==> src/rtl/booth_pkg.sv <==
// Shared types and helpers for the radix-4 Booth multiplier family.
// Contents: FSM state enum, Booth digit struct with its five encodings,
//           and the digit-count helper.
package booth_pkg;

   typedef enum logic [1:0] {
      ST_IDLE = 2'd0,
      ST_BUSY = 2'd1,
      ST_DONE = 2'd2
   } state_t;

   // One recoded Booth digit: magnitude is 0, 1 or 2, and neg gives the sign.
   typedef struct packed {
      logic neg;
      logic zero;
      logic two;
   } booth_digit_t;

   localparam booth_digit_t DIG_ZERO = '{neg: 1'b0, zero: 1'b1, two: 1'b0};
   localparam booth_digit_t DIG_P1   = '{neg: 1'b0, zero: 1'b0, two: 1'b0};
   localparam booth_digit_t DIG_P2   = '{neg: 1'b0, zero: 1'b0, two: 1'b1};
   localparam booth_digit_t DIG_M1   = '{neg: 1'b1, zero: 1'b0, two: 1'b0};
   localparam booth_digit_t DIG_M2   = '{neg: 1'b1, zero: 1'b0, two: 1'b1};

   // The operands are extended by two bits so the top digit of an unsigned
   // operand is never negative. That extension gives width/2+1 digits.
   function automatic int booth_iter(input int width);
      return width / 2 + 1;
   endfunction

endpackage

==> src/rtl/booth_r4_encoder.sv <==
// Radix-4 Booth recoder: maps the window {y[2i+1], y[2i], y[2i-1]} to a digit.
// Ports: i_win (3-bit multiplier window), o_digit ({neg, zero, two}).
// Purely combinational, with no latency and no flow control.
module booth_r4_encoder
   import booth_pkg::*;
(
   input  logic [2:0]   i_win,
   output booth_digit_t o_digit
);

   always_comb begin
      o_digit = DIG_ZERO;
      case (i_win)
         3'b000, 3'b111: o_digit = DIG_ZERO;
         3'b001, 3'b010: o_digit = DIG_P1;
         3'b011:         o_digit = DIG_P2;
         3'b100:         o_digit = DIG_M2;
         3'b101, 3'b110: o_digit = DIG_M1;
         default:        o_digit = DIG_ZERO;
      endcase
   end

endmodule

==> src/rtl/seq_booth_r4_multiplier.sv <==
// Iterative radix-4 Booth multiplier that retires one digit per cycle, with signed and unsigned modes.
// Ports: in_valid/in_ready/in_signed/x/y (operand handshake), out_valid/out_ready/product
//        (result handshake, held while out_valid), busy. Latency is WIDTH/2+1 edges after accept.
module seq_booth_r4_multiplier
   import booth_pkg::*;
#(
   parameter int WIDTH = 32
) (
   input  logic                 clk,
   input  logic                 rst_n,
   input  logic                 in_valid,
   output logic                 in_ready,
   input  logic                 in_signed,
   input  logic [WIDTH-1:0]     x,
   input  logic [WIDTH-1:0]     y,
   output logic                 out_valid,
   input  logic                 out_ready,
   output logic [2*WIDTH-1:0]   product,
   output logic                 busy
);

   localparam int ITER  = booth_iter(WIDTH);
   localparam int ACC_W = 2 * WIDTH + 4;
   localparam int CNT_W = $clog2(ITER + 1);
   localparam logic [CNT_W-1:0] LAST_CNT = CNT_W'(ITER - 1);

   state_t               r_state;
   logic [ACC_W-1:0]     r_acc;
   logic [ACC_W-1:0]     r_x;      // multiplicand, pre-shifted by 2i
   logic [WIDTH+1:0]     r_y;      // multiplier, shifted right by 2 per digit
   logic                 r_yprev;  // y[2i-1] for the current window
   logic [CNT_W-1:0]     r_cnt;
   logic                 r_in_ready;
   logic                 r_out_valid;
   logic                 r_busy;
   logic [2*WIDTH-1:0]   r_product;

   booth_digit_t         w_digit;
   logic                 w_xs;
   logic                 w_ys;
   logic [ACC_W-1:0]     w_x_ext;
   logic [WIDTH+1:0]     w_y_ext;
   logic [ACC_W-1:0]     w_mag;
   logic [ACC_W-1:0]     w_pp;
   logic [ACC_W-1:0]     w_acc_nxt;

   booth_r4_encoder u_enc (
      .i_win   ({r_y[1], r_y[0], r_yprev}),
      .o_digit (w_digit)
   );

   always_comb begin
      w_xs    = in_signed & x[WIDTH-1];
      w_ys    = in_signed & y[WIDTH-1];
      w_x_ext = {{(WIDTH + 4){w_xs}}, x};
      w_y_ext = {{2{w_ys}}, y};
      w_mag   = w_digit.zero ? '0 :
                (w_digit.two ? {r_x[ACC_W-2:0], 1'b0} : r_x);
      // Wrap-around arithmetic modulo 2^ACC_W: the low 2*WIDTH bits come out exact.
      w_pp      = w_digit.neg ? (~w_mag + ACC_W'(1)) : w_mag;
      w_acc_nxt = r_acc + w_pp;
   end

   always_ff @(posedge clk or negedge rst_n) begin
      if (!rst_n) begin
         r_state     <= ST_IDLE;
         r_acc       <= '0;
         r_x         <= '0;
         r_y         <= '0;
         r_yprev     <= 1'b0;
         r_cnt       <= '0;
         r_in_ready  <= 1'b1;
         r_out_valid <= 1'b0;
         r_busy      <= 1'b0;
         r_product   <= '0;
      end else begin
         case (r_state)
            ST_IDLE: begin
               if (in_valid && r_in_ready) begin
                  r_x        <= w_x_ext;
                  r_y        <= w_y_ext;
                  r_yprev    <= 1'b0;
                  r_acc      <= '0;
                  r_cnt      <= '0;
                  r_in_ready <= 1'b0;
                  r_busy     <= 1'b1;
                  r_state    <= ST_BUSY;
               end
            end
            ST_BUSY: begin
               r_acc   <= w_acc_nxt;
               r_x     <= {r_x[ACC_W-3:0], 2'b00};
               r_y     <= {2'b00, r_y[WIDTH+1:2]};
               r_yprev <= r_y[1];
               r_cnt   <= r_cnt + CNT_W'(1);
               if (r_cnt == LAST_CNT) begin
                  r_product   <= w_acc_nxt[2*WIDTH-1:0];
                  r_out_valid <= 1'b1;
                  r_busy      <= 1'b0;
                  r_state     <= ST_DONE;
               end
            end
            ST_DONE: begin
               if (out_ready) begin
                  r_out_valid <= 1'b0;
                  r_in_ready  <= 1'b1;
                  r_state     <= ST_IDLE;
               end
            end
            default: begin
               r_state     <= ST_IDLE;
               r_in_ready  <= 1'b1;
               r_out_valid <= 1'b0;
               r_busy      <= 1'b0;
            end
         endcase
      end
   end

   assign in_ready  = r_in_ready;
   assign out_valid = r_out_valid;
   assign busy      = r_busy;
   assign product   = r_product;

endmodule

==> config.mk <==
export PLATFORM = sky130hd
export DESIGN_NAME = seq_booth_r4_multiplier
export DESIGN_NICKNAME = d
export VERILOG_FILES = /design/src/rtl/booth_pkg.sv /design/src/rtl/booth_r4_encoder.sv /design/src/rtl/seq_booth_r4_multiplier.sv
export SDC_FILE = /design/constraint.sdc
export NUM_CORES = 1
export LEC_CHECK = 0
export CAP_MARGIN = 0
export CORE_UTILIZATION = 55
export DETAILED_ROUTE_END_ITERATION = 10
export HOLD_SLACK_MARGIN = 0.05
export PLACE_DENSITY = 0.75
export SYNTH_ARGS = -nofsm -noshare
export SYNTH_HDL_FRONTEND = slang
export SYNTH_SLANG_ARGS = --single-unit
==> constraint.sdc <==
create_clock -name clk -period 14.6 [get_ports clk]
set_clock_uncertainty 0.2 [all_clocks]
set_input_delay 2.92 -clock clk [delete_from_list [all_inputs] [get_ports clk]]
set_output_delay 2.92 -clock clk [all_outputs]
set_load 0.01 [all_outputs]
Word-level counts from Yosys, hierarchy flattened
Memories as Yosys holds them, arrays and structs flattened.
Index checks and enable logic that the tools add are counted.
- flip-flop bits (word level): 245
- latch bits: 0
- memory bits (writable): 0
- memory bits (read-only): 24
- input bits: 69
- output and inout port bits: 67
- word-level logic and storage cells: 60
- memories kept: 1
- $add $sub $neg: 3
- multipliers: 0
- divide/modulo/power cells: 0
- magnitude comparators: 0
- eq/ne operators: 6
- shift-type cells: 0
- mux-type cells: 25
- bitwise logic cells: 6
- reduce and logical (&&, ||, !) cells: 9
- memory list (memory ; words ; width ; read ports ; clocked after memory_dff ; wr ports ; line ; text):
    (no name shown) ; 8 ; 3 ; 1 ; 0 ; 0 ; booth_r4_encoder.sv:13 ; case (i_win)
- operator list (cell ; number):
    2-to-1 mux 68 bit ; 5
    case mux 68 bit (2 select lines) ; 2
    adder 68 x 1 -> 68 bit, second input constant ; 1
    adder 68 bit ; 1
    NOT 68 bit ; 1
    case mux 34 bit (2 select lines) ; 1
    2-to-1 mux 34 bit ; 1
    AND reduction 3 bit ; 4
    case mux 5 bit (2 select lines) ; 1
    case mux 1 bit (3 select lines) ; 3
    2-to-1 mux 1 bit ; 6
    2-to-1 mux 2 bit ; 3
    != test 2 bit, second input constant ; 3
    case mux 2 bit (3 select lines) ; 1
    adder 5 x 1 -> 5 bit, second input constant ; 1
    equality test 5 bit, second input constant ; 1
    2-to-1 mux 5 bit ; 1
    AND reduction 2 bit ; 2
    NOT 1 bit ; 3
    bitwise AND 1 bit ; 2
    equality test 2 x 1 -> 1 bit, second input constant ; 1
    equality test 2 bit, second input constant ; 1
    logical NOT 2 bit ; 1
    case mux 1 bit (2 select lines) ; 1
    other kinds (2) ; 2

Depth between registers and ports, before layout
An unclocked memory read counts as a cell.
- word-level depth: 8
- mapped depth: 32

Modules after synthesis
Synthesis repeated with hierarchy kept, for this count alone.
- cell total of the unflattened synthesis: 1922
- area, all modules: 16049.1 um^2
- modules (own cells, without submodules) (module ; times used ; cells an instance ; area each (um^2)):
    seq_booth_r4_multiplier ; 1 ; 1915 ; 16011.6
    booth_r4_encoder ; 1 ; 7 ; 37.5

Least setup slack after synthesis
Ideal clock, no wire load.
- path type: register to register
- from: register r_yprev
- to: register r_acc[56]
- setup time: 0.122 ns
- arrival: 6.217 ns
- data required time: 14.278 ns
- slack: 8.062 ns
- stages on the path, launching flop included: 32
- period minus slack after synthesis: 6.538 ns
- path through: dfrtp_1 buf_6 buf_6 buf_6 buf_6 nor3b_1 nor2_1 clkbuf_1 buf_1 clkbuf_1 nand2_1 nand2_1 nand2_1 ha_1 o21ai_0 or3_1 clkbuf_1 nor4b_4 o21ai_1 nand2_1 xnor2_1 a221o_1 ha_1 clkbuf_1 nand2_1 or4_1 o32ai_1 o21ai_0 a21oi_1 o21ai_0 a21o_1 a32o_1
- longest elaborated chain between the ends: 8
- RTL lines (item ; line ; text):
    start: declaration ; seq_booth_r4_multiplier.sv:31 ; logic r_yprev;
    start signal: assignment ; seq_booth_r4_multiplier.sv:94 ; r_yprev <= r_y[1];
    memory read (8 x 3 bit) * ; n/a ;
    2-to-1 mux 68 bit ; seq_booth_r4_multiplier.sv:58 ; (w_digit.two ? {r_x[ACC_W-2:0], 1'b0} : r_x);
    2-to-1 mux 68 bit ; seq_booth_r4_multiplier.sv:57 ; w_mag = w_digit.zero ? '0 :
    NOT 68 bit ; seq_booth_r4_multiplier.sv:60 ; w_pp = w_digit.neg ? (~w_mag + ACC_W'(1)) : w_mag;
    adder 68 x 1 -> 68 bit ; seq_booth_r4_multiplier.sv:60 ;
    2-to-1 mux 68 bit * ; seq_booth_r4_multiplier.sv:60 ;
    adder 68 bit * ; seq_booth_r4_multiplier.sv:61 ; w_acc_nxt = r_acc + w_pp;
    case mux 68 bit (2 select lines) * ; seq_booth_r4_multiplier.sv:77 ; case (r_state)
    end signal: assignment ; seq_booth_r4_multiplier.sv:91 ; r_acc <= w_acc_nxt;
    end: declaration ; seq_booth_r4_multiplier.sv:28 ; logic [ACC_W-1:0] r_acc;
Mark *: on every way between the ends. The rest lies on a longest branch, timed or not.
A chain may end at the register's enable or synchronous reset.

Worst setup path in the final report
- from: register r_y[0]
- to: register r_product[61] (netlist: product[61])
- longest elaborated chain between the ends: 7
- RTL lines (item ; line ; text):
    start: declaration ; seq_booth_r4_multiplier.sv:30 ; logic [WIDTH+1:0] r_y;
    start signal: assignment ; seq_booth_r4_multiplier.sv:81 ; r_y <= w_y_ext;
    start signal: assignment ; seq_booth_r4_multiplier.sv:93 ; r_y <= {2'b00, r_y[WIDTH+1:2]};
    memory read (8 x 3 bit) * ; n/a ;
    2-to-1 mux 68 bit ; seq_booth_r4_multiplier.sv:58 ;
    2-to-1 mux 68 bit ; seq_booth_r4_multiplier.sv:57 ;
    NOT 68 bit ; seq_booth_r4_multiplier.sv:60 ;
    adder 68 x 1 -> 68 bit ; seq_booth_r4_multiplier.sv:60 ;
    2-to-1 mux 68 bit * ; seq_booth_r4_multiplier.sv:60 ;
    adder 68 bit * ; seq_booth_r4_multiplier.sv:61 ;
    end signal: assignment ; seq_booth_r4_multiplier.sv:97 ; r_product <= w_acc_nxt[2*WIDTH-1:0];
    end: declaration ; seq_booth_r4_multiplier.sv:36 ; logic [2*WIDTH-1:0] r_product;
Marked as above.

==> summary.md <==
| Metric | Value |
|---|---|
| Status | `complete, no violations` |
| Final setup TNS | `0 ns` |
| Sequential share of the synthesized area | `roughly a third` |
| Port bufs | `between 100 and 150` |
| Cts hold-fix bufs | `0` |
| Fmax | `between 0.1 and 0.15 GHz` |
| Slew margin rel. | `19.06%` |
| Syn nets | `about 2300` |
| Final-report setup violation count | `0` |
| Fin crit share | `56.21%` |
| Starting Density | `~57%` |
| DRC viols | `0` |
| Worst-Margin Slew | `1.214 ns` |
| Max Root-Sink Buffers | `3` |
| Post-Route WL | `55060 um` |
| Max_cap viols | `0` |
| Number of placement rows | `between 60 and 70` |
| # resized after CTS | `0` |
| Critical Path, Cell by Cell | `buf_4 -> nand2_1 -> nand2_1 -> o21ai_1 -> nand2_1 -> ha_1 -> o21ai_0 -> or3_1 -> nor4_2 -> nand4_1 -> o21ai_1 -> mux2i_1 -> a221o_1 -> ha_1 -> a21oi_1 -> o21ai_0 -> a21oi_1 -> o211ai_1 -> nand3_1 -> nand2_1 -> a31oi_1 -> o21ai_0 -> a221o_1` |
| Chip height | `180.4 um` |
| Worst reg2reg path depth | `23` |
| Die X | `between 150 and 200 um` |
| Nets@finish | `between 2000 and 2500` |
| Worst skew pair latency | `between 0.5 and 0.6 ns` |
| CTS buffer count | `27` |
| Synth Flop Type | `dfrtp_1` |
| Crit. Startpoint | `r_y[0]$_DFFE_PN0P_` |
| Post-CTS Setup Inserts | `0` |
| RD Place Congestion | `between 0.9 and 1` |
| Clock-pin transition on the worst setup and hold timing paths | `about 0.060 ns` |
| Synthesized netlist cell count | `2158` |
| Capture point of the worst path | `product[61]$_DFFE_PN0P_` |
| Routed length per instance | `~21 um` |
| Detailed-route vias per instance | `~6.6` |
| Fillcell total | `around 2700` |
| Count of state elements after synthesis | `approximately 240` |
| CP Class | `reg2reg` |
| Post-synth EDFFs | `0` |
| Initial antenna violation count | `0` |
| All-layer global routing usage | `between 30 and 40%` |
| CP endpoint kind | `register` |
| Arr. time, crit path | `approximately 8.4 ns` |
| Clock root cell | `clkbuf_16` |
| R2r setup slk | `6.39 ns` |
| CTS tree | `yes` |
| Final core occ | `between 60 and 70%` |
| Crit start category | `register` |
| First-pass GRT wire length | `just under 90000 um` |
| Area Overhead vs Synth | `12.98%` |
| Commonest non-fill, non-tap cells in the layout | `nand2_1, dfrtp_1, nor2_1, a21oi_1, clkdlybuf4s50_1` |
| Worst path depth | `23` |
| Top delay family on crit path | `compound AO/OA/AOI/OAI gates` |
| H-tree Lvls | `1` |
| Synth unique cells | `90` |
| Critical Path RT | `14.83 ns` |
| Buffer and inverter count on the worst path | `1` |
| Pre-antenna DRT Iters | `6` |
| DP HPWL | `about 38000 um` |
| Post-Syn Area | `~18000 um^2` |
| Yosys warns | `0` |
| FF-to-FF Start | `r_y[0]$_DFFE_PN0P_` |
| Slowest cell on the critical path | `nand2_1` |
| Max-slew violation count | `0` |
| Async SR Flop Fraction | `100.0%` |
| Ratio of cells with drive above 1 in the final layout | `6.124%` |
| Yosys top cell by area | `dfrtp_1` |
| CP max stage delay | `approximately 0.72 ns` |
| Vias in the first global route | `about 16000` |
| Commonest non-fill, non-tap cell in the layout | `nand2_1` |
| Endpoints failing hold | `0` |
| Via count | `between 15000 and 20000` |
| # IOs | `between 100 and 150` |
| R2R Path End | `product[61]$_DFFE_PN0P_` |
| Top-area cell type share of the netlist area | `between 30% and 40%` |
| Full die area | `between 30000 and 40000 um^2` |
| Hold crit path type | `reg2reg` |
| Cell mode on critical path | `nand2_1` |
| Largest net degree at the start of global routing | `between 100 and 150` |
| Iter 0 DRT Violations | `~2000` |
| Remaining global-route overflow | `0` |
| Critical path fanouts, max | `49` |
| Top cells by area, synth | `dfrtp_1, nand2_1, ha_1` |
| Fin crit period | `about 8.2 ns` |
| Post-synthesis average cell area | `roughly 8.1 um^2` |
| Multi-input gate area | `~11000 um^2` |
| RSZ-0062 raised after global routing | `false` |
| Diode count | `0` |
| Sequential standard cell area | `5908 um^2` |
| Core ar. | `30910 um^2` |
| Post-route antenna net violation count | `0` |
| # clock sinks | `between 200 and 250` |
[cell usage after synthesis (17+ instances only)]
| master | n |
|---|---|
| a21oi_1 | 181 |
| a22o_1 | 47 |
| nand3_1 | 45 |
| clkbuf_1 | 138 |
| a21o_1 | 26 |
| a31oi_1 | 19 |
| buf_1 | 23 |
| o21bai_1 | 21 |
| o21a_1 | 18 |
| dfrtp_1 | 235 |
| inv_1 | 44 |
| or3_1 | 19 |
| nor3_1 | 37 |
| xor2_1 | 49 |
| a22oi_1 | 17 |
| nand4_1 | 43 |
| o21ai_0 | 133 |
| nand2_1 | 284 |
| ha_1 | 80 |
| o22ai_1 | 71 |
| xnor2_1 | 77 |
| mux2_2 | 18 |
| a221o_1 | 53 |
| nor2_1 | 203 |
[state kept, by name, summed over array words and instances (netlist names)]
register / cells
out_valid: 1
in_ready: 1
r_x: 64
r_y: 33
r_acc: 64
r_yprev: 1
product: 64
r_cnt: 5
busy: 1
r_state: 2
[stage by stage]
step,cell area [um^2],std cells,setup WS [ns],hold slack [ns]
final,19770,2584,6.393,0.2699
after global routing,19770,2584,6.010,0.2928
after CTS,19770,2584,6.715,0.2761
after detailed placement,18840,2535,6.751,0.2618
after global placement,18840,2535,6.797,0.2582
after floorplan,17500,2158,8.062,0.2495
[logic make-up after synthesis]
group / after synthesis / synth area share, %
AOI/OAI and AO/OA: 728 / 27.93
and+or+nand+nor: 737 / 19.43
buffers and inverters: 226 / 5.248
adders and majority gates: 81 / 5.834
xor gates and xnor gates: 126 / 6.306
DFF: 236 / 33.75
muxes: 24 / 1.501
[area by class of cell]
cell class                 instances  share of cell area, %
multi-input combinational       1696                  54.17
sequential                       236                  29.88
timing repair buffer             161                  7.847
clock buffer                      33                  3.733
tap                              396                  2.506
clock inverter                    16                 0.9935
inverter                          46                 0.8733
[worst min path at each step]
| stage | start | cells past startpoint | to | slack, ns |
|---|---|---|---|---|
| 2_1_floorplan | r_cnt[4]$_DFFE_PN0P_ | 1 | r_cnt[4]$_DFFE_PN0P_ | 0.25 |
| 3_3_place_gp | product[19]$_DFFE_PN0P_ | 2 | product[19]$_DFFE_PN0P_ | 0.26 |
| 3_5_place_dp | product[19]$_DFFE_PN0P_ | 2 | product[19]$_DFFE_PN0P_ | 0.26 |
| 4_1_cts | product[19]$_DFFE_PN0P_ | 2 | product[19]$_DFFE_PN0P_ | 0.28 |
| 5_1_grt | product[19]$_DFFE_PN0P_ | 2 | product[19]$_DFFE_PN0P_ | 0.29 |
| 6_report | product[15]$_DFFE_PN0P_ | 2 | product[15]$_DFFE_PN0P_ | 0.27 |
[worst register-to-register path, cell delays in order (launching register included)]
cell	delay, ns
dfrtp_1	0.32
buf_4	0.43
nand2_1	0.17
nand2_1	0.72
o21ai_1	0.60
nand2_1	0.22
ha_1	0.22
o21ai_0	0.13
or3_1	0.54
nor4_2	0.59
nand4_1	0.34
o21ai_1	0.25
mux2i_1	0.10
a221o_1	0.35
ha_1	0.34
a21oi_1	0.24
o21ai_0	0.17
a21oi_1	0.45
o211ai_1	0.16
nand3_1	0.10
nand2_1	0.05
a31oi_1	0.71
o21ai_0	0.31
a221o_1	0.38
[layer usage]
metal	track usage [%]	vias to the layer above	part of all wire, %
li1	-	7939	-
met2	52.29	784	45
met3	4.305	89	8.1
met5	0	-	0
met4	8.342	0	2.4
met1	48.93	8260	45
Power is left out: the tool's default activity adds up to more than one toggle a clock period on the data nets, which glitch-free logic cannot reach.
